File: config.mk
export PLATFORM = sky130hd
export DESIGN_NAME = hazard_stall_control_flat
export DESIGN_NICKNAME = d
export VERILOG_FILES = /design/src/rtl/hazard_stall_control_pkg.sv /design/src/rtl/hazard_stall_control_if.sv /design/src/rtl/hazard_stall_control_rs_usage.sv /design/src/rtl/hazard_stall_control.sv /design/src/flat_wrapper.sv
export SDC_FILE = /design/constraint.sdc
export NUM_CORES = 1
export LEC_CHECK = 0
export CELL_PAD_IN_SITES_DETAIL_PLACEMENT = 0
export CELL_PAD_IN_SITES_GLOBAL_PLACEMENT = 1
export CORE_MARGIN = 8
export CORE_UTILIZATION = 35
export DETAILED_ROUTE_END_ITERATION = 8
export GPL_ROUTABILITY_DRIVEN = 1
export HOLD_SLACK_MARGIN = 0.12
export PLACE_DENSITY = 0.88
export SYNTH_ARGS = -nofsm -noshare
export SYNTH_HDL_FRONTEND = slang
export SYNTH_HIERARCHICAL = 1
export SYNTH_SLANG_ARGS = --single-unit
File: constraint.sdc
create_clock -name clk -period 3.6 [get_ports clk]
set_input_delay 0.9 -clock clk [delete_from_list [all_inputs] [get_ports clk]]
set_output_delay 0.9 -clock clk [all_outputs]
set_load 0.01 [all_outputs]
File: src/rtl/hazard_stall_control_pkg.sv
// core_pkg: shared opcodes, hazard FSM state encoding and load-stall limits.
package core_pkg;
  typedef enum logic [1:0] {RUN = 2'd0, LOAD_STALL = 2'd1, MEM_WAIT = 2'd2} hazard_state_e;
  localparam int LSC_MIN = 1;
  localparam int LSC_MAX = 3;
  localparam int LSC_CW = $clog2(LSC_MAX);
  localparam logic [6:0] OPCODE_OP     = 7'b0110011;
  localparam logic [6:0] OPCODE_OPIMM  = 7'b0010011;
  localparam logic [6:0] OPCODE_LOAD   = 7'b0000011;
  localparam logic [6:0] OPCODE_STORE  = 7'b0100011;
  localparam logic [6:0] OPCODE_BRANCH = 7'b1100011;
  localparam logic [6:0] OPCODE_JALR   = 7'b1100111;
  localparam logic [6:0] OPCODE_JAL    = 7'b1101111;
  localparam logic [6:0] OPCODE_LUI    = 7'b0110111;
  localparam logic [6:0] OPCODE_AUIPC  = 7'b0010111;
endpackage

File: src/rtl/hazard_stall_control_if.sv
// hazard_stall_control_if: pipeline hazard inputs and stall/flush controls.
interface hazard_stall_control_if;
  logic [6:0]  if_id_opcode_ip;
  logic [4:0]  if_id_rs1_ip;
  logic [4:0]  if_id_rs2_ip;
  logic        id_ex_mem_read_ip;
  logic [4:0]  id_ex_dest_ip;
  logic        ex_branch_taken_ip;
  logic        mem_busy_ip;
  logic        pc_write_en_op;
  logic        if_id_write_en_op;
  logic        id_ex_write_en_op;
  logic        ex_mem_write_en_op;
  logic        if_id_flush_op;
  logic        id_ex_bubble_op;
  logic [1:0]  hazard_state_op;
  logic [31:0] stall_count_op;
  logic [31:0] flush_count_op;
  modport master (
    output if_id_opcode_ip, if_id_rs1_ip, if_id_rs2_ip, id_ex_mem_read_ip, id_ex_dest_ip,
           ex_branch_taken_ip, mem_busy_ip,
    input  pc_write_en_op, if_id_write_en_op, id_ex_write_en_op, ex_mem_write_en_op,
           if_id_flush_op, id_ex_bubble_op, hazard_state_op, stall_count_op, flush_count_op
  );
  modport slave (
    input  if_id_opcode_ip, if_id_rs1_ip, if_id_rs2_ip, id_ex_mem_read_ip, id_ex_dest_ip,
           ex_branch_taken_ip, mem_busy_ip,
    output pc_write_en_op, if_id_write_en_op, id_ex_write_en_op, ex_mem_write_en_op,
           if_id_flush_op, id_ex_bubble_op, hazard_state_op, stall_count_op, flush_count_op
  );
endinterface

File: src/rtl/hazard_stall_control_rs_usage.sv
// hazard_rs_usage: decodes which source register fields an opcode actually reads.
module hazard_rs_usage
  import core_pkg::*;
(
  input  logic [6:0] opcode_ip,
  output logic       rs1_used_op,
  output logic       rs2_used_op
);
  always_comb begin
    rs2_used_op = opcode_ip inside {OPCODE_OP, OPCODE_STORE, OPCODE_BRANCH};
    rs1_used_op = rs2_used_op || (opcode_ip inside {OPCODE_OPIMM, OPCODE_LOAD, OPCODE_JALR});
  end
endmodule

File: src/rtl/hazard_stall_control.sv
// hazard_stall_control: load-use stall, branch flush and memory-wait freeze controller.
module hazard_stall_control
  import core_pkg::*;
#(
  parameter int LOAD_STALL_CYCLES = 1
) (
  input  logic                   clk,
  input  logic                   reset,
  hazard_stall_control_if.slave  hs
);
  logic              w_rs1_used, w_rs2_used, w_load_use;
  logic              w_pc_we, w_ifid_we, w_idex_we, w_exmem_we, w_flush, w_bubble;
  hazard_state_e     r_state, w_state, w_next;
  logic [LSC_CW-1:0] r_cnt, w_cnt_next;
  logic [31:0]       r_stall_cnt, r_flush_cnt;
  hazard_rs_usage u_rs_usage (
    .opcode_ip   (hs.if_id_opcode_ip),
    .rs1_used_op (w_rs1_used),
    .rs2_used_op (w_rs2_used)
  );
  assign w_load_use = hs.id_ex_mem_read_ip && hs.id_ex_dest_ip != 5'd0 &&
                      ((w_rs1_used && hs.id_ex_dest_ip == hs.if_id_rs1_ip) ||
                       (w_rs2_used && hs.id_ex_dest_ip == hs.if_id_rs2_ip));
  // While reset is held the controller behaves as if already in RUN.
  always_comb begin
    w_state    = reset ? RUN : r_state;
    w_pc_we    = 1'b1;
    w_ifid_we  = 1'b1;
    w_idex_we  = 1'b1;
    w_exmem_we = 1'b1;
    w_flush    = 1'b0;
    w_bubble   = 1'b0;
    w_next     = RUN;
    w_cnt_next = r_cnt;
    if (hs.mem_busy_ip) begin
      w_pc_we    = 1'b0;
      w_ifid_we  = 1'b0;
      w_idex_we  = 1'b0;
      w_exmem_we = 1'b0;
      w_next     = (w_state == LOAD_STALL) ? LOAD_STALL : MEM_WAIT;
    end else if (hs.ex_branch_taken_ip) begin
      w_flush    = 1'b1;
      w_bubble   = 1'b1;
      w_cnt_next = '0;
    end else if (w_state == LOAD_STALL || w_load_use) begin
      w_pc_we   = 1'b0;
      w_ifid_we = 1'b0;
      w_bubble  = 1'b1;
      if (w_state == LOAD_STALL) begin
        w_next     = (r_cnt == LSC_CW'(1)) ? RUN : LOAD_STALL;
        w_cnt_next = r_cnt - LSC_CW'(1);
      end else if (LOAD_STALL_CYCLES > 1) begin
        w_next     = LOAD_STALL;
        w_cnt_next = LSC_CW'(LOAD_STALL_CYCLES - 1);
      end
    end
  end
  always_ff @(posedge clk) begin
    if (reset) begin
      r_state     <= RUN;
      r_cnt       <= '0;
      r_stall_cnt <= '0;
      r_flush_cnt <= '0;
    end else begin
      r_state <= w_next;
      r_cnt   <= w_cnt_next;
      if (!w_pc_we && r_stall_cnt != '1) r_stall_cnt <= r_stall_cnt + 32'd1;
      if (w_flush && r_flush_cnt != '1) r_flush_cnt <= r_flush_cnt + 32'd1;
    end
  end
  assign hs.pc_write_en_op     = w_pc_we;
  assign hs.if_id_write_en_op  = w_ifid_we;
  assign hs.id_ex_write_en_op  = w_idex_we;
  assign hs.ex_mem_write_en_op = w_exmem_we;
  assign hs.if_id_flush_op     = w_flush;
  assign hs.id_ex_bubble_op    = w_bubble;
  assign hs.hazard_state_op    = w_state;
  assign hs.stall_count_op     = r_stall_cnt;
  assign hs.flush_count_op     = r_flush_cnt;
endmodule

File: src/flat_wrapper.sv
// flat-port wrapper written by rule: the top's interface ports become plain ports
module hazard_stall_control_flat import core_pkg::*;
#(
  parameter int LOAD_STALL_CYCLES = 1
)
  (clk, reset, hs_if_id_opcode_ip, hs_if_id_rs1_ip, hs_if_id_rs2_ip, hs_id_ex_mem_read_ip, hs_id_ex_dest_ip, hs_ex_branch_taken_ip, hs_mem_busy_ip, hs_pc_write_en_op, hs_if_id_write_en_op, hs_id_ex_write_en_op, hs_ex_mem_write_en_op, hs_if_id_flush_op, hs_id_ex_bubble_op, hs_hazard_state_op, hs_stall_count_op, hs_flush_count_op);
  hazard_stall_control_if hs_i ();
  input  logic clk;
  input  logic reset;
  input wire logic [$bits(hs_i.if_id_opcode_ip)-1:0] hs_if_id_opcode_ip;
  input wire logic [$bits(hs_i.if_id_rs1_ip)-1:0] hs_if_id_rs1_ip;
  input wire logic [$bits(hs_i.if_id_rs2_ip)-1:0] hs_if_id_rs2_ip;
  input wire logic [$bits(hs_i.id_ex_mem_read_ip)-1:0] hs_id_ex_mem_read_ip;
  input wire logic [$bits(hs_i.id_ex_dest_ip)-1:0] hs_id_ex_dest_ip;
  input wire logic [$bits(hs_i.ex_branch_taken_ip)-1:0] hs_ex_branch_taken_ip;
  input wire logic [$bits(hs_i.mem_busy_ip)-1:0] hs_mem_busy_ip;
  output wire logic [$bits(hs_i.pc_write_en_op)-1:0] hs_pc_write_en_op;
  output wire logic [$bits(hs_i.if_id_write_en_op)-1:0] hs_if_id_write_en_op;
  output wire logic [$bits(hs_i.id_ex_write_en_op)-1:0] hs_id_ex_write_en_op;
  output wire logic [$bits(hs_i.ex_mem_write_en_op)-1:0] hs_ex_mem_write_en_op;
  output wire logic [$bits(hs_i.if_id_flush_op)-1:0] hs_if_id_flush_op;
  output wire logic [$bits(hs_i.id_ex_bubble_op)-1:0] hs_id_ex_bubble_op;
  output wire logic [$bits(hs_i.hazard_state_op)-1:0] hs_hazard_state_op;
  output wire logic [$bits(hs_i.stall_count_op)-1:0] hs_stall_count_op;
  output wire logic [$bits(hs_i.flush_count_op)-1:0] hs_flush_count_op;
  assign hs_i.if_id_opcode_ip = hs_if_id_opcode_ip;
  assign hs_i.if_id_rs1_ip = hs_if_id_rs1_ip;
  assign hs_i.if_id_rs2_ip = hs_if_id_rs2_ip;
  assign hs_i.id_ex_mem_read_ip = hs_id_ex_mem_read_ip;
  assign hs_i.id_ex_dest_ip = hs_id_ex_dest_ip;
  assign hs_i.ex_branch_taken_ip = hs_ex_branch_taken_ip;
  assign hs_i.mem_busy_ip = hs_mem_busy_ip;
  assign hs_pc_write_en_op = hs_i.pc_write_en_op;
  assign hs_if_id_write_en_op = hs_i.if_id_write_en_op;
  assign hs_id_ex_write_en_op = hs_i.id_ex_write_en_op;
  assign hs_ex_mem_write_en_op = hs_i.ex_mem_write_en_op;
  assign hs_if_id_flush_op = hs_i.if_id_flush_op;
  assign hs_id_ex_bubble_op = hs_i.id_ex_bubble_op;
  assign hs_hazard_state_op = hs_i.hazard_state_op;
  assign hs_stall_count_op = hs_i.stall_count_op;
  assign hs_flush_count_op = hs_i.flush_count_op;
  hazard_stall_control #(.LOAD_STALL_CYCLES(LOAD_STALL_CYCLES)) u_core (.clk(clk), .reset(reset), .hs(hs_i));
endmodule
==> results of run 1 <==
==> layout make-up <==
| type | count | share of cell area |
|---|---|---|
| timing repair buffer | 106 | 0.216 |
| clock buffer | 9 | 0.0258 |
| inverter | 14 | 0.0110 |
| tap | 133 | 0.0347 |
| clock inverter | 7 | 0.0157 |
| sequential | 68 | 0.284 |
| multi-input combinational | 330 | 0.413 |
==> state kept, by name, summed over array words and instances, names as in the netlist <==
| name | count |
|---|---|
| u_core/hs.flush_count_op | 32 |
| u_core/hs.stall_count_op | 32 |
| u_core/r_cnt | 2 |
| u_core/r_state | 2 |
==> worst min-delay path by stage <==
stage	endpoint	slack, ns	depth (start not counted)
2_1_floorplan	u_core/r_cnt[1]	0.45	2
4_1_cts	u_core/r_cnt[1]	0.48	2
6_report	u_core/r_cnt[1]	0.48	2
3_3_place_gp	u_core/r_cnt[1]	0.47	2
5_1_grt	u_core/r_cnt[1]	0.52	2
3_5_place_dp	u_core/r_cnt[1]	0.47	2
==> worst reg2reg max path, delay by kind of cell, from the launching register on <==
kind	cells	cell delay, ns
simple gates	6	1.76
flops	1	0.42
compound gates	1	0.18
buf+inv	1	0.17
==> power breakdown <==
group | internal (mW) | switching (mW)
clock network | 0.322 | 0.310
registers | 0.756 | 0.00556
logic | 0.0584 | 0.0534
==> layout by cell type (no fill, tap or decap), types with 3 or more instances in the layout <==
cell | netlist | layout
sky130_fd_sc_hd__nor2_1 | 75 | 75
sky130_fd_sc_hd__a21oi_1 | 10 | 10
sky130_fd_sc_hd__dfxtp_1 | 68 | 68
sky130_fd_sc_hd__nand3_1 | 35 | 35
sky130_fd_sc_hd__xnor2_1 | 34 | 34
sky130_fd_sc_hd__buf_4 | 4 | 8
sky130_fd_sc_hd__and3_1 | 9 | 9
sky130_fd_sc_hd__or4_1 | 6 | 6
sky130_fd_sc_hd__and4_1 | 5 | 5
sky130_fd_sc_hd__xor2_1 | 33 | 33
sky130_fd_sc_hd__nor3_1 | 17 | 17
sky130_fd_sc_hd__nor4_1 | 7 | 7
sky130_fd_sc_hd__o21ai_0 | 4 | 3
sky130_fd_sc_hd__nand2b_1 | 3 | 3
sky130_fd_sc_hd__clkinvlp_4 | 0 | 3
sky130_fd_sc_hd__clkdlybuf4s50_1 | 0 | 94
sky130_fd_sc_hd__or3_1 | 7 | 7
sky130_fd_sc_hd__clkbuf_8 | 0 | 9
sky130_fd_sc_hd__nor2b_1 | 4 | 4
sky130_fd_sc_hd__nand4_1 | 25 | 25
sky130_fd_sc_hd__nand2_1 | 31 | 31
sky130_fd_sc_hd__ha_1 | 3 | 3
sky130_fd_sc_hd__inv_1 | 13 | 13
==> per-stage QoR <==
stage,cell area [µm²],setup WS [ns]
final,4790,0.0750
after global routing,4790,0.00861
after CTS,4780,0.0337
after detailed placement,4590,-0.279
after global placement,4590,-0.256
after floorplan,3480,0.175
==> cell families after synthesis <==
family / Yosys count / share of synthesized area
DFF: 68 / 0.392
AOI/OAI and AO/OA: 24 / 0.0425
buffers and inverters: 32 / 0.0414
xor gates and xnor gates: 67 / 0.169
adders and majority gates: 3 / 0.0108
and+or+nand+nor: 236 / 0.345
==> metal layers <==
| layer | global-route usage | vias up | wire [µm] |
|---|---|---|---|
| met5 | 0 | - | 0 |
| li1 | - | 1672 | - |
| met3 | 0.0485 | 7 | 618 |
| met1 | 0.168 | 1512 | 4140 |
| met4 | 0.0432 | 0 | 81 |
| met2 | 0.246 | 82 | 4730 |
==> repair_timing <==
action	CTS	global route
resized for setup	4	3
cloned	0	0
endpoints found under the setup margin	3	2
pin swaps	0	1
==> metrics, run 1 <==
clock buffer depth=2; leakage power summed over all cells=1.58 nW; clk sinks=68; biggest area consumer among synthesized cells=sky130_fd_sc_hd__dfxtp_1; worst slew margin relative to its limit=0.476; kind of cell adding the most delay to the critical path=buffers and inverters; Final setup violation count=0; Maximum Capacitance Violations=0; sum of overflow across all layers after global routing=0; antenna violations before repair=0; launch point of the worst reg-to-reg path=u_core/hs.stall_count_op[8]; Critical Path Sink Type=primary output; total die area=0.0134 mm²; final critical delay including setup and external delays=3.53 ns; TritonCTS clock tree=yes; VDD IR-drop max=0.173 mV; layout net count=559; overall power consumption=1.51 mW; worst path arrival time=2.63 ns; ratio of routed vias to standard cells=4.91; Setup Buffers After CTS=0; hold_sp=u_core/r_cnt[1]; boundary pin count=99; number of cells on the worst reg-to-reg path=8; detailed-route DRC error count=0; Total Wirelength=9570 µm; via count of the first global-routing pass=3,216; number of hold buffers added after CTS=0; Starting Density=0.357; Port-buffer cells=98; period utilization=0.979; summed instance area of the synthesized netlist=0.00348 mm²; final-layout worst hold slack=0.484 ns; biggest fanout along the worst timing path=3; number of buffers created by CTS=9; final std cells w/o fill=667; clock tree root buffer cell=sky130_fd_sc_hd__clkbuf_8; placeable core area=0.00973 mm²; number of enable-type register cells in the synthesized netlist=0; syn_nets=460; wire per inst=14.3 µm; slowest CP cell=sky130_fd_sc_hd__or4_1; total buffers and inverters traversed by the critical path=3; FP Rows=36; fraction of the core area covered by cells at the end of the flow=0.493; clock-pin slew reported for the worst setup and hold paths after clock tree synthesis=0.07 ns; required time at the worst-slack endpoint=2.70 ns; skew final=0.0125 ns; number of iterations in the first detailed-routing pass=4; Clock Latency Late Sink=0.34 ns; most instantiated cells after synthesis=sky130_fd_sc_hd__nor2_1, sky130_fd_sc_hd__dfxtp_1, sky130_fd_sc_hd__nand3_1; top area cells in the synthesized netlist=sky130_fd_sc_hd__dfxtp_1, sky130_fd_sc_hd__xnor2_1, sky130_fd_sc_hd__xor2_1, sky130_fd_sc_hd__nor2_1, sky130_fd_sc_hd__nand3_1; estimated wirelength of the detail-placed design=7000 µm; Antenna diodes=0; Die X=116 µm; slew of the pin with the lowest slew margin=0.783 ns; Fillers=971; worst min-delay path category=reg -> reg; ys flop type=sky130_fd_sc_hd__dfxtp_1; power density of the placed cells=314 mW/mm²; worst setup path end=hs_pc_write_en_op; ordered cell list for the critical path=clkdlybuf4s50_1, or4_1, o21ai_2, nor2_1, a21o_1, inv_1, dlygate4sd2_1; distinct cell type count after synthesis=42; First DRT Iteration DRCs=206; pin count of the biggest net entering global routing=70; critical path launch point type=primary input; status=finished clean; r2r setup slk=0.95 ns; FF+latch area=0.00136 mm²; number of synthesized register bits=68; sum of negative setup slack=0 ns; worst flop-to-flop path endpoint=u_core/hs.stall_count_op[15]; final hold violation count=0; asr flop ratio synth=0; routed vias=3,273; maximum operating frequency=284 MHz; placer congestion estimate=0.764; share of the synthesized area in the top cell type=0.392; Layout Area Growth over Synthesis=37.9%; wire length of the first global-routing pass=15,600 µm; Worst path depth=7; most common cell in the synthesized netlist=sky130_fd_sc_hd__nor2_1; Synthesis Warnings=6; die boundary height=116 µm; highest cell delay on the worst timing path=0.50 ns; share of layout cells above drive strength 1=0.0693; setup repair after global routing missed its margin=no; first element of the critical path=hs_id_ex_dest_ip[3]; critical path type=in -> out; gate count of the mapped netlist=430; global-route usage over all layers=0.145; maximum level of the CTS H-tree=3; area used by multi-input combinational logic=0.00198 mm²; Post-Synthesis Mean Instance Area=8.08 µm²; Post-Place Cells=651; portion of the post-synthesis area used by sequential elements=0.392; max-slew violation count=0; Post-DRT Antenna Nets=0
(Power assumes the default switching activity.)
==> run 2: changes to the inputs <==
--- a/config.mk
+++ b/config.mk
@@ -7,6 +7,7 @@
 export LEC_CHECK = 0
 export CELL_PAD_IN_SITES_DETAIL_PLACEMENT = 0
 export CELL_PAD_IN_SITES_GLOBAL_PLACEMENT = 1
+export CORE_ASPECT_RATIO = 1.2
 export CORE_MARGIN = 8
 export CORE_UTILIZATION = 35
 export DETAILED_ROUTE_END_ITERATION = 8
==> metrics, run 2 (same netlist as run 1, synthesis figures left out) <==
detailed-route DRC error count=0 (unchanged); ratio of routed vias to standard cells=5.01 (+2.0%); total die area=0.0134 mm² (about the same); layout net count=560 (+0.18%); commonest cells after routing, fill and taps aside=sky130_fd_sc_hd__clkdlybuf4s50_1, sky130_fd_sc_hd__nor2_1, sky130_fd_sc_hd__dfxtp_1, sky130_fd_sc_hd__nand3_1, sky130_fd_sc_hd__xnor2_1; first element of the critical path=hs_id_ex_dest_ip[1]; final-layout worst hold slack=0.480 ns (-0.00347 ns); ordered cell list for the critical path=clkdlybuf4s50_1, or4_1, o21ai_2, nor2_1, a21o_1, inv_1, clkbuf_2; number of hold buffers added after CTS=0 (unchanged); final hold violation count=0 (unchanged); maximum operating frequency=292 MHz (+3.0%); total buffers and inverters traversed by the critical path=3 (unchanged); Final setup violation count=0 (unchanged); sw power=0.381 mW (+3.3%); Post-DRT Antenna Nets=0 (unchanged); pin count of the biggest net entering global routing=70 (unchanged); Layout Area Growth over Synthesis=40.9%; estimated wirelength of the detail-placed design=7020 µm (+0.28%); fraction of the core area covered by cells at the end of the flow=0.497 (+0.00390); final critical delay including setup and external delays=3.42 ns (-0.104 ns); overall power consumption=1.80 mW (+20%); post-route worst setup slack=0.179 ns (+0.104 ns); Post-Place Cells=645 (-0.92%); skew final=0.00681 ns (-0.00571 ns); launch point of the worst reg-to-reg path=u_core/hs.stall_count_op[9]; most common cell after layout, fill and taps aside=sky130_fd_sc_hd__clkdlybuf4s50_1; Starting Density=0.353 (-0.00472); wire per inst=14.2 µm (-0.74%); clock-pin slew reported for the worst setup and hold paths after clock tree synthesis=0.05 ns (-0.02 ns); Fillers=948 (-2.4%); global-route usage over all layers=0.142 (-0.00277); setup repair after global routing missed its margin=no; Antenna diodes=0 (unchanged); die boundary height=125 µm (+8.2%); boundary pin count=99 (unchanged); First DRT Iteration DRCs=107 (-48%); Worst path depth=7 (unchanged); Switching Share=0.212 (-0.0336); power density of the placed cells=368 mW/mm² (+17%); number of buffers created by CTS=9 (unchanged); number of iterations in the first detailed-routing pass=4 (unchanged); slew of the pin with the lowest slew margin=0.795 ns (+0.0121 ns); clock buffer depth=2 (unchanged); required time at the worst-slack endpoint=2.70 ns (about the same); Maximum Capacitance Violations=0 (unchanged); portion of total power attributed to the clock network=0.516 (+0.096); FP Rows=40 (+11%); Hold Path Cell Cnt=2 (unchanged); maximum level of the CTS H-tree=3 (unchanged); critical path launch point type=primary input; worst slew margin relative to its limit=0.468 (-0.00808); placeable core area=0.00986 mm² (+1.3%); dpl ws=-0.320 ns (-0.0414 ns); final std cells w/o fill=661 (-0.90%); worst min-delay path category=reg -> reg; Die X=107 µm (-7.5%); period utilization=0.950 (-0.0289); antenna violations before repair=0 (unchanged); via count of the first global-routing pass=3,305 (+2.8%); worst path arrival time=2.52 ns (-0.11 ns); critical path type=in -> out; status=finished clean; highest cell delay on the worst timing path=0.57 ns (+0.07 ns); Clock Latency Late Sink=0.33 ns (about the same); placer congestion estimate=0.819 (+7.2%); routed vias=3,309 (+1.1%); VDD IR-drop max=0.196 mV (+13%); sum of overflow across all layers after global routing=0 (unchanged); wire length of the first global-routing pass=15,800 µm (+1.3%); Total Wirelength=9410 µm (-1.6%); part of the power in registers=0.423 (-0.083); kind of cell adding the most delay to the critical path=buffers and inverters; proportion of power drawn by combinational gates=0.061 (-0.013); Port-buffer cells=98 (unchanged); slowest CP cell=sky130_fd_sc_hd__or4_1; Setup Buffers After CTS=0 (unchanged); hold_sp=u_core/r_cnt[1]; share of layout cells above drive strength 1=0.0710 (+0.00174); clock tree root buffer cell=sky130_fd_sc_hd__clkbuf_16; max-slew violation count=0 (unchanged); TritonCTS clock tree=yes; biggest fanout along the worst timing path=2 (-1); cell internal pwr=1.42 mW (+25%); leakage power summed over all cells=1.64 nW (+3.7%); clk sinks=68 (unchanged); Critical Path Sink Type=primary output; number of cells on the worst reg-to-reg path=9 (+1)
## run 2: what timing repair did
item                       in CTS  in global routing
pin swaps                       0                  1
setup endpoints to repair       3                  2
resized for setup               4                  5
## run 2: layer usage
metal / share of wire / up-vias / routed length (µm) / track usage
li1: - / 1670 / - / -
met3: 0.057 / 16 / 533 / 0.0375
met4: 0.019 / 0 / 180 / 0.0598
met2: 0.50 / 84 / 4740 / 0.247
met5: 0 / - / 0 / 0
met1: 0.42 / 1539 / 3960 / 0.158
## run 2: layout make-up
cell class | instances | area [µm²] | share of cell area
Clock buffer | 10 | 229 | 0.0468
Clock inverter | 6 | 88.8 | 0.0181
Inverter | 14 | 52.6 | 0.0107
Multi-Input combinational cell | 330 | 1970 | 0.403
Sequential cell | 68 | 1360 | 0.278
Tap cell | 126 | 158 | 0.0322
Timing Repair Buffer | 107 | 1030 | 0.211
## run 2: path summary, 6_finish.rpt
kind,endpoint,slack (ns)
worst max-delay path,hs_if_id_write_en_op,0.18
worst min register to register,u_core/r_cnt[1],0.48
worst min-delay path,u_core/r_cnt[1],0.48
worst max register to register,u_core/hs.stall_count_op[15],0.87
## run 2: worst min-delay path, stage by stage, from the launching register on
cell and delay, ns:
sky130_fd_sc_hd__dfxtp_1 0.30, sky130_fd_sc_hd__o21ai_0 0.07, sky130_fd_sc_hd__a21oi_1 0.06
## run 2: power by group through the flow
stage | Sequential (mW) | Combinational [mW] | Clock [mW]
floorplan | 0.780 | 0.0488 | 0
global placement | 0.778 | 0.110 | 0
global route | 0.763 | 0.119 | 0.982
CTS | 0.762 | 0.111 | 0.955
detailed placement | 0.779 | 0.112 | 0
finish | 0.762 | 0.109 | 0.930
## run 2: metrics by stage
| step | setup TNS (ns) | instance area (µm²) |
|---|---|---|
| floorplan | 0 | 3480 |
| global placement | -0.847 | 4590 |
| detailed placement | -0.889 | 4590 |
| CTS | -0.0266 | 4900 |
| global route | 0 | 4900 |
| finish | 0 | 4900 |
